File: config.mk
export PLATFORM = sky130hd
export DESIGN_NAME = imem_loader_flat
export DESIGN_NICKNAME = d
export VERILOG_FILES = /design/src/rtl/imem_loader_if.sv /design/src/rtl/imem_loader.sv /design/src/flat_wrapper.sv
export SDC_FILE = /design/constraint.sdc
export NUM_CORES = 1
export LEC_CHECK = 0
export CORE_MARGIN = 2
export CORE_UTILIZATION = 35
export DETAILED_ROUTE_END_ITERATION = 10
export GPL_TIMING_DRIVEN = 1
export HOLD_SLACK_MARGIN = 0.15
export PLACE_DENSITY = 0.68
export REMOVE_ABC_BUFFERS = 1
export SETUP_SLACK_MARGIN = 0.4
export SYNTH_ARGS = -nofsm -noshare
export SYNTH_HDL_FRONTEND = slang
export SYNTH_SLANG_ARGS = --single-unit
File: constraint.sdc
create_clock -name clk -period 1.7 [get_ports clk]
set_input_delay 0.425 -clock clk [delete_from_list [all_inputs] [get_ports clk]]
set_output_delay 0.425 -clock clk [all_outputs]
set_load 0.02 [all_outputs]
File: src/rtl/imem_loader_if.sv
// Byte-link and instruction-memory write-port bundle for the IM loader.
// master: the loader (accepts bytes, drives the IM write port).
// slave:  the environment (byte source and instruction memory).
interface imem_loader_if #(
    parameter int ADDR_W  = 8,
    parameter int INSTR_W = 16,
    parameter int BYTE_W  = 8
);
    logic [BYTE_W-1:0]  rx_data;
    logic               rx_valid;
    logic               rx_ready;
    logic               im_we;
    logic [ADDR_W-1:0]  im_addr;
    logic [INSTR_W-1:0] im_wdata;

    modport master (
        input  rx_data, rx_valid,
        output rx_ready, im_we, im_addr, im_wdata
    );

    modport slave (
        output rx_data, rx_valid,
        input  rx_ready, im_we, im_addr, im_wdata
    );
endinterface

File: src/rtl/imem_loader.sv
// Instruction-memory loader: takes a framed byte stream (LEN, N x {HI,LO}, CHK)
// from a valid/ready byte link, writes N 16-bit words to IM addresses 0..N-1,
// holds the CPU stalled while loading and pulses pc_clear on a good checksum.
module imem_loader #(
    parameter int ADDR_W  = 8,
    parameter int INSTR_W = 16,
    parameter int BYTE_W  = 8
) (
    input  logic              clk,
    input  logic              reset,
    input  logic              start,
    imem_loader_if.master     bus,
    output logic              cpu_hold,
    output logic              pc_clear,
    output logic              busy,
    output logic              done,
    output logic              err,
    output logic [ADDR_W:0]   words_loaded
);

    typedef enum logic [2:0] {
        S_IDLE, S_LEN, S_HI, S_LO, S_WR, S_CHK, S_DONE, S_ERR
    } state_t;

    // LEN byte of zero means a full memory image of 2**ADDR_W words.
    localparam logic [ADDR_W:0] REM_FULL = {1'b1, {ADDR_W{1'b0}}};

    state_t              state_q, state_d;
    logic [ADDR_W-1:0]   addr_q, addr_d;
    logic [ADDR_W:0]     rem_q, rem_d;
    logic [ADDR_W:0]     wl_q, wl_d;
    logic [BYTE_W-1:0]   hi_q, hi_d;
    logic [BYTE_W-1:0]   lo_q, lo_d;
    logic [BYTE_W-1:0]   chk_q, chk_d;
    logic                pc_clear_q, pc_clear_d;

    assign bus.im_addr  = addr_q;
    assign bus.im_wdata = INSTR_W'({hi_q, lo_q});
    assign words_loaded = wl_q;
    assign pc_clear     = pc_clear_q;

    // Next-state, datapath updates and Moore output decode.
    always_comb begin
        state_d      = state_q;
        addr_d       = addr_q;
        rem_d        = rem_q;
        wl_d         = wl_q;
        hi_d         = hi_q;
        lo_d         = lo_q;
        chk_d        = chk_q;
        pc_clear_d   = 1'b0;
        bus.rx_ready = 1'b0;
        bus.im_we    = 1'b0;
        cpu_hold     = 1'b1;
        busy         = 1'b0;
        done         = 1'b0;
        err          = 1'b0;

        case (state_q)
            S_LEN: begin
                bus.rx_ready = 1'b1;
                busy         = 1'b1;
                if (bus.rx_valid) begin
                    rem_d   = (bus.rx_data == '0) ? REM_FULL : (ADDR_W+1)'(bus.rx_data);
                    chk_d   = chk_q ^ bus.rx_data;
                    state_d = S_HI;
                end
            end
            S_HI: begin
                bus.rx_ready = 1'b1;
                busy         = 1'b1;
                if (bus.rx_valid) begin
                    hi_d    = bus.rx_data;
                    chk_d   = chk_q ^ bus.rx_data;
                    state_d = S_LO;
                end
            end
            S_LO: begin
                bus.rx_ready = 1'b1;
                busy         = 1'b1;
                if (bus.rx_valid) begin
                    lo_d    = bus.rx_data;
                    chk_d   = chk_q ^ bus.rx_data;
                    state_d = S_WR;
                end
            end
            S_WR: begin
                busy      = 1'b1;
                bus.im_we = 1'b1;
                addr_d    = addr_q + ADDR_W'(1);
                rem_d     = rem_q - (ADDR_W+1)'(1);
                wl_d      = wl_q + (ADDR_W+1)'(1);
                state_d   = (rem_q == (ADDR_W+1)'(1)) ? S_CHK : S_HI;
            end
            S_CHK: begin
                bus.rx_ready = 1'b1;
                busy         = 1'b1;
                if (bus.rx_valid) begin
                    pc_clear_d = (bus.rx_data == chk_q);
                    state_d    = (bus.rx_data == chk_q) ? S_DONE : S_ERR;
                end
            end
            S_DONE: begin
                cpu_hold = 1'b0;
                done     = 1'b1;
            end
            S_ERR: begin
                err = 1'b1;
            end
            default: ;
        endcase

        // start is only honoured when no load is in progress.
        if ((state_q == S_IDLE || state_q == S_DONE || state_q == S_ERR) && start) begin
            state_d = S_LEN;
            addr_d  = '0;
            wl_d    = '0;
            chk_d   = '0;
        end
    end

    // State and datapath registers with asynchronous reset.
    always_ff @(posedge clk or posedge reset) begin
        if (reset) begin
            state_q    <= S_IDLE;
            addr_q     <= '0;
            rem_q      <= '0;
            wl_q       <= '0;
            hi_q       <= '0;
            lo_q       <= '0;
            chk_q      <= '0;
            pc_clear_q <= 1'b0;
        end else begin
            state_q    <= state_d;
            addr_q     <= addr_d;
            rem_q      <= rem_d;
            wl_q       <= wl_d;
            hi_q       <= hi_d;
            lo_q       <= lo_d;
            chk_q      <= chk_d;
            pc_clear_q <= pc_clear_d;
        end
    end

endmodule

File: src/flat_wrapper.sv
// flat-port wrapper written by rule: the top's interface ports become plain ports
module imem_loader_flat 
#(
    parameter int ADDR_W  = 8,
    parameter int INSTR_W = 16,
    parameter int BYTE_W  = 8
)
  (clk, reset, start, cpu_hold, pc_clear, busy, done, err, words_loaded, bus_rx_data, bus_rx_valid, bus_rx_ready, bus_im_we, bus_im_addr, bus_im_wdata);
  imem_loader_if #(.ADDR_W(ADDR_W), .INSTR_W(INSTR_W), .BYTE_W(BYTE_W)) bus_i ();
  input  logic clk;
  input  logic reset;
  input  logic start;
  output logic cpu_hold;
  output logic pc_clear;
  output logic busy;
  output logic done;
  output logic err;
  output logic [ADDR_W:0] words_loaded;
  input wire logic [$bits(bus_i.rx_data)-1:0] bus_rx_data;
  input wire logic [$bits(bus_i.rx_valid)-1:0] bus_rx_valid;
  output wire logic [$bits(bus_i.rx_ready)-1:0] bus_rx_ready;
  output wire logic [$bits(bus_i.im_we)-1:0] bus_im_we;
  output wire logic [$bits(bus_i.im_addr)-1:0] bus_im_addr;
  output wire logic [$bits(bus_i.im_wdata)-1:0] bus_im_wdata;
  assign bus_i.rx_data = bus_rx_data;
  assign bus_i.rx_valid = bus_rx_valid;
  assign bus_rx_ready = bus_i.rx_ready;
  assign bus_im_we = bus_i.im_we;
  assign bus_im_addr = bus_i.im_addr;
  assign bus_im_wdata = bus_i.im_wdata;
  imem_loader #(.ADDR_W(ADDR_W), .INSTR_W(INSTR_W), .BYTE_W(BYTE_W)) u_core (.clk(clk), .reset(reset), .start(start), .bus(bus_i), .cpu_hold(cpu_hold), .pc_clear(pc_clear), .busy(busy), .done(done), .err(err), .words_loaded(words_loaded));
endmodule
==> results.toml, run 1 <==
[placed_design]
dp_slack_ns = -0.360
dp.cells = 443
numPortBuffers = 51
finalWeightedCongestion = 0.853
dpl.hpwl_mm = 4.88

[sta]
rsz0062_at_grt = "true"
worst_slack_ns = -0.0887
worstMarginPinSlew_ns = 0.368
fmaxAchievable_mhz = 559
slew_violations = 0
finClkSkew_ns = 0.0159
finalCritPeriodShare = 1.05
setup_viol = 29
finalHoldViolations = 0
final.setup.tns_ns = -0.740
whs_ns = 0.388
relSlewSlack = 0.752
min_period_ns = 1.79

[setup_path]
rrSetupSlack_ns = -0.07
crit_type = "reg -> out"
worstPathRequired_ns = 1.27
worst_setup_path_start_kind = "register"
arrival_ns = 1.36
worstSetupEndpointType = "output port"
reg2regPathDepth = 6
crit_path_max_fanout = 5
r2r-start = "u_core.state_q[1]"
timing.rr.end = "u_core.rem_q[7]"

[clocking]
tritoncts = "built"
clockBufferDepth = 2
cts_root_buf = "clkbuf_8"
clock-sinks = 54
cts_buffers = 5
holdBufCountCts = 0
clk_pin_slew_worst_paths_ns = 0.10
clock_latency_ns = 0.32
htree_levels = 2

[power_and_ir_drop]
p_seq_frac = 0.299
p_switching_mw = 2.73
combPwrFrac = 0.600
p_per_area_nw_per_um2 = 1560
p_sw_frac = 0.378
vdd_ir_drop_max_uv = 761
leakagePower_nw = 2.18
clockPowerShare = 0.102
internal_power_mw = 4.49

[global_routing]
grt_pass1_vias = 2560
grt_pass1_wl_mm = 12.8
grt_max_degree = 20
grt_util_all_layers = 0.186
overflow = 0
antenna_found_initial = 0

[yosys]
synth_cell_types = 54
yosys_warnings = 0
yosys_most_used_dff = "dfrtp_1"
ys_ff_latch = 54
synth_area_um2 = 2810
synth_seq_area_share = 0.480
synthArstFlopShare = 1.00
syn_area_per_cell_um2 = 10.8
synth_cells = 261
synth_edf_count = 0

[status]
failed_checks = "setup timing"
outcome = "finished with violations"

[cells_and_area]
final_cell_mix = "buf_4 (62), buf_6 (53), dfrtp_1 (52)"
syn_to_final_growth_pct = 64.1
final_util = 0.595
final_nets = 413
drive_above_1_share = 0.497
diodes = 0
layout_commonest_cell = "buf_4"
finalNonFillerCells = 500

[drt]
dr.pass1.iters = 6
vias = 2538
drc = 0
drt_iter0_drc = 195
drt-vias-per-instance = 5.08
wl_per_cell_um = 16.4
ant_nets = 0
drt-total-wl_mm = 8.21

[floorplan]
num_io_pins = 52
dieWidth_um = 93.7
die_h_um = 93.7
rows = 32
core-area_um2 = 7770
die_area_um2 = 8770
start_util = 0.362

[worst_hold_path]
hold_class = "in -> async"

[run]
max-cap-violations = 0
-- synth_stat cells (all sizes together) (2+ instances only) --
| cell type | count | share of area |
|---|---|---|
| dfrtp | 54 | 0.48 |
| nor2 | 31 | 0.042 |
| mux2 | 17 | 0.068 |
| nand2 | 17 | 0.023 |
| xor2 | 16 | 0.050 |
| xnor2 | 15 | 0.047 |
| buf | 12 | 0.033 |
| nand3 | 9 | 0.018 |
| nor3b | 9 | 0.024 |
| nand4 | 8 | 0.023 |
| nor3 | 8 | 0.020 |
| inv | 7 | 0.0093 |
| a211oi | 4 | 0.011 |
| a21oi | 4 | 0.0071 |
| and3 | 4 | 0.0089 |
| ha | 4 | 0.018 |
| nand2b | 4 | 0.0089 |
| nor2b | 4 | 0.0089 |
| nor4 | 4 | 0.0089 |
| o21ai | 3 | 0.0053 |
| a221o | 2 | 0.0071 |
| a311oi | 2 | 0.0062 |
| and2 | 2 | 0.0044 |
| nor4b | 2 | 0.012 |
| o211ai | 2 | 0.0053 |
| or2 | 2 | 0.0044 |
-- layout make-up --
cell class / count / area (µm²)
inverter: 8 / 35.0
clock inverter: 2 / 16.3
fill: 631 / 3150
multi-input combinational: 186 / 1580
clock buffer: 6 / 72.6
timing repair buffer: 142 / 1430
sequential: 54 / 1350
tap: 102 / 128
-- metrics by stage --
stage                     area [µm²]  total power, mW
final                           4620             7.22
after global placement          3720             4.98
after global routing            4620             7.62
after CTS                       4260             6.49
after detailed placement        3720             5.02
after floorplan                 2720             3.67
-- critical path, cell delays in order (launching register included) --
cell     delay (ns)
dfrtp_1        0.43
or2_4          0.29
o21a_1         0.20
buf_6          0.14
-- what timing repair did --
action,in CTS,in global routing
cloned,3,0
pin swaps,12,19
endpoints found under the hold margin,0,0
gates resized for setup,261,59
setup buffers,27,19
setup endpoints to repair,94,91
-- logic make-up after synthesis --
logic type	Yosys count	share of synthesized area
buffers and inverters	21	0.0471
flip-flops	54	0.480
AO/OA/AOI/OAI	25	0.0671
adder cells (fa/ha/maj)	4	0.0178
XOR/XNOR	31	0.0965
multiplexers	17	0.0680
AND/OR/NAND/NOR	109	0.223
-- how the worst max path moves through the flow --
| stage | to | from |
|---|---|---|
| after floorplan | u_core.bus.im_addr[0] | u_core.state_q[1] |
| after global placement | u_core.state_q[0] | bus_rx_data[1] |
| after detailed placement | u_core.state_q[0] | bus_rx_data[1] |
| after CTS | busy | u_core.state_q[0] |
| after global routing | u_core.rem_q[7] | u_core.state_q[1] |
| final | busy | u_core.state_q[0] |
-- state kept, by name (all words and copies together), names as in the netlist --
name and cells:
u_core.rem_q 9, u_core.words_loaded 9, u_core.bus.im_addr 8, u_core.chk_q 8, u_core.hi_q 8, u_core.lo_q 8
u_core.state_q 3, u_core.pc_clear 1
-- metal layers --
layer	share of wire	global-route usage	wire length (µm)
met1	0.43	0.251	3490
met2	0.50	0.301	4080
met3	0.048	0.0337	397
met4	0.029	0.0664	240
met5	0	0	0
-- power by group through the flow --
stage | clock, mW | combinational, mW | sequential [mW]
detailed placement | 0 | 2.90 | 2.12
global route | 0.813 | 4.60 | 2.21
floorplan | 0 | 1.20 | 2.46
finish | 0.733 | 4.33 | 2.15
global placement | 0 | 2.86 | 2.12
CTS | 0.751 | 3.63 | 2.11
No activity file was read; power rests on OpenSTA's default activity.
==> inputs of run 2 (changes only) <==
--- a/config.mk
+++ b/config.mk
@@ -5,6 +5,7 @@
 export SDC_FILE = /design/constraint.sdc
 export NUM_CORES = 1
 export LEC_CHECK = 0
+export ABC_AREA = 1
 export CORE_MARGIN = 2
 export CORE_UTILIZATION = 35
 export DETAILED_ROUTE_END_ITERATION = 10
==> run 2 against run 1 <==
Clock power up 1%. Setup slack better by 0.14 ns. Maximum frequency up 8.2%. Register-to-register slack better by 0.20 ns. Sequential power about the same. Highest routed layer unchanged. The flow now finishes without violations. First-iteration DRC count down 15%. Final area up 4.7%. Final cell count up 29%. Critical path depth unchanged. Worst hold slack worse by 0.082 ns. Sequential share of layout area down 1.3 points.
==> results.toml, run 2 <==
[cells_and_area]
diodes = 0
syn_to_final_growth_pct = 66.0
final_nets = 554
drive_above_1_share = 0.423
layout_commonest_cell = "buf_4"
final_cell_mix = "buf_4 (83), nand2_1 (76), inv_1 (52)"
finalNonFillerCells = 644
design_area_um2 = 4840
fillCellCount = 683

[drt]
drt_iter0_drc = 165
wl_per_cell_um = 12.8
drt-total-wl_mm = 8.27
dr.pass1.iters = 4
drt-vias-per-instance = 4.74
drc = 0
vias = 3053
ant_nets = 0

[worst_hold_path]
hold_class = "in -> async"

[setup_path]
worst_setup_path_start_kind = "register"
arrival_ns = 1.23
rrSetupSlack_ns = 0.13
worstSetupEndpointType = "output port"
cp_slowest_cell = "dfrtp_2"
reg2regPathDepth = 8
critical_path.max_stage_delay_ns = 0.50
path_buf_inv = 1
worstPathRequired_ns = 1.27
crit_chain = "o21ai_4, nand2_2, buf_6"
crit_type = "reg -> out"
timing.rr.end = "u_core.chk_q[6]"
crit_family = "flip-flops"
crit_path_max_fanout = 6
r2r-start = "u_core.state_q[0]"

[yosys]
synth_mux_area_frac = 0
ys_ff_latch = 54
yosys.area_share.simple = 0.293
synth_fa_ha_area_frac = 0.0172
synth_top_area_cell = "dfrtp_1"
synthXorXnorAreaFrac = 0.00301
synth_cells = 381
synth_area_leaders = "dfrtp_1 (46%), nand2_1 (12%), inv_1 (8.4%)"
synth_cell_types = 32
synth_commonest_cells = "nand2_1 (93), inv_1 (65), dfrtp_1 (54)"
synth_top_area_share = 0.464
synth_edf_count = 0
yosys_most_used_dff = "dfrtp_1"
synth_area_um2 = 2910
synth_top_family_by_area = "simple AND/OR/NAND/NOR gates"
synth.most_common_cell = "nand2_1"
yosys_warnings = 0
synth_seq_area_share = 0.464
syn_area_per_cell_um2 = 7.65
synth_compound_area_frac = 0.118
synthArstFlopShare = 1.00

[placed_design]
numPortBuffers = 51
finalWeightedCongestion = 0.863
dpl.hpwl_mm = 5.22
placed_area_um2 = 3860
dp.cells = 574
dp_slack_ns = -0.105

[sta]
slew_violations = 0
finalHoldViolations = 0
min_period_ns = 1.65
rsz0062_at_grt = "true"
finClkSkew_ns = 0.00648
worst_slack_ns = 0.0474
worstMarginPinSlew_ns = 0.352
relSlewSlack = 0.763
fmaxAchievable_mhz = 605
finalCritPeriodShare = 0.972
setup_viol = 0

[floorplan]
die_h_um = 95.2
rows = 33
dieWidth_um = 95.2
num_io_pins = 52
die_area_um2 = 9070
start_util = 0.358
core-area_um2 = 8130

[global_routing]
grt_pass1_vias = 2823
antenna_found_initial = 0
met2_usage = 0.314
met1_usage = 0.240
top_usage_layer = "met2"
overflow = 0
grt_max_degree = 49
grt_util_all_layers = 0.182
grt_util_met3 = 0.0190
grt_pass1_wl_mm = 13.0

[clocking]
clk_pin_slew_worst_paths_ns = 0.11
tritoncts = "built"
htree_levels = 2
clock-sinks = 54
clock_latency_ns = 0.31
cts_root_buf = "clkbuf_8"
cts_buffers = 5
clockBufferDepth = 2
holdBufCountCts = 0

[run]
max-cap-violations = 0

[power_and_ir_drop]
vdd_ir_drop_max_uv = 1110
combPwrFrac = 0.590
leakagePower_nw = 2.55
p_sw_frac = 0.421
p_per_area_nw_per_um2 = 1440
p_switching_mw = 2.94
internal_power_mw = 4.04
p_seq_frac = 0.303
clockPowerShare = 0.106

[status]
outcome = "finished clean"
-- run 2: worst reg2reg max path: cells and delay by family, from the launching register on --
| family | cells | cell delay, ns |
|---|---|---|
| buf+inv | 3 | 0.36 |
| flops | 1 | 0.50 |
| simple gates | 3 | 0.31 |
| compound gates | 2 | 0.32 |
-- run 2: how the worst max path moves through the flow --
stage                           start                     to  slack [ns]  cells after the start
floorplan                       reset  u_core.bus.im_addr[0]       -0.04                      1
global placement    u_core.state_q[1]                   done       -0.07                      3
detailed placement  u_core.state_q[1]                   done       -0.11                      3
CTS                 u_core.state_q[0]                   busy        0.05                      3
global route        u_core.state_q[0]                   busy      -0.004                      3
finish              u_core.state_q[0]                   busy        0.05                      3
-- run 2: layout make-up --
cell class,instances,area [µm²],area share
Multi-Input combinational cell,254,1490,0.309
Clock inverter,3,21.3,0.00440
Tap cell,105,131,0.0272
Timing Repair Buffer,155,1500,0.310
Sequential cell,54,1360,0.280
Clock buffer,5,68.8,0.0142
Inverter,68,265,0.0549
-- run 2: metrics by stage --
step	TNS (ns)	total power, mW	utilization	hold WS (ns)
after floorplan	-2.14	3.71	-	0.512
after global placement	-0.524	4.91	0.475	0.467
after detailed placement	-0.988	5.02	0.475	0.473
after CTS	0	6.35	0.537	0.307
after global routing	-0.00994	7.45	0.595	0.309
final	0	6.99	0.595	0.307
-- run 2: metal layers --
layer  part of all wire  wire, µm
met3              0.034       282
met2               0.52      4330
met1               0.43      3570
met5                  0         0
met4             0.0091        75
-- run 2: timing repair --
item,4_1_cts,5_1_grt
endpoints found under the setup margin,94,93
pin swaps,18,5
hold endpoints to repair,0,0
resized for setup,272,85
cloned,2,0
buffers inserted,34,26
-- run 2: cells by family (layout without fill, tap and decap cells) --
kind of cell,after synthesis,count (layout)
simple gates,193,194
buf+inv,74,231
compound gates,55,55
flops,54,54
fa+ha+maj,4,4
xor+xnor,1,1
-- run 2: power groups by stage --
stage | sequential (mW) | clock [mW] | combinational, mW
global route | 2.17 | 0.800 | 4.48
floorplan | 2.27 | 0 | 1.43
finish | 2.12 | 0.742 | 4.13
CTS | 2.08 | 0.758 | 3.51
global placement | 2.04 | 0 | 2.87
detailed placement | 2.07 | 0 | 2.95
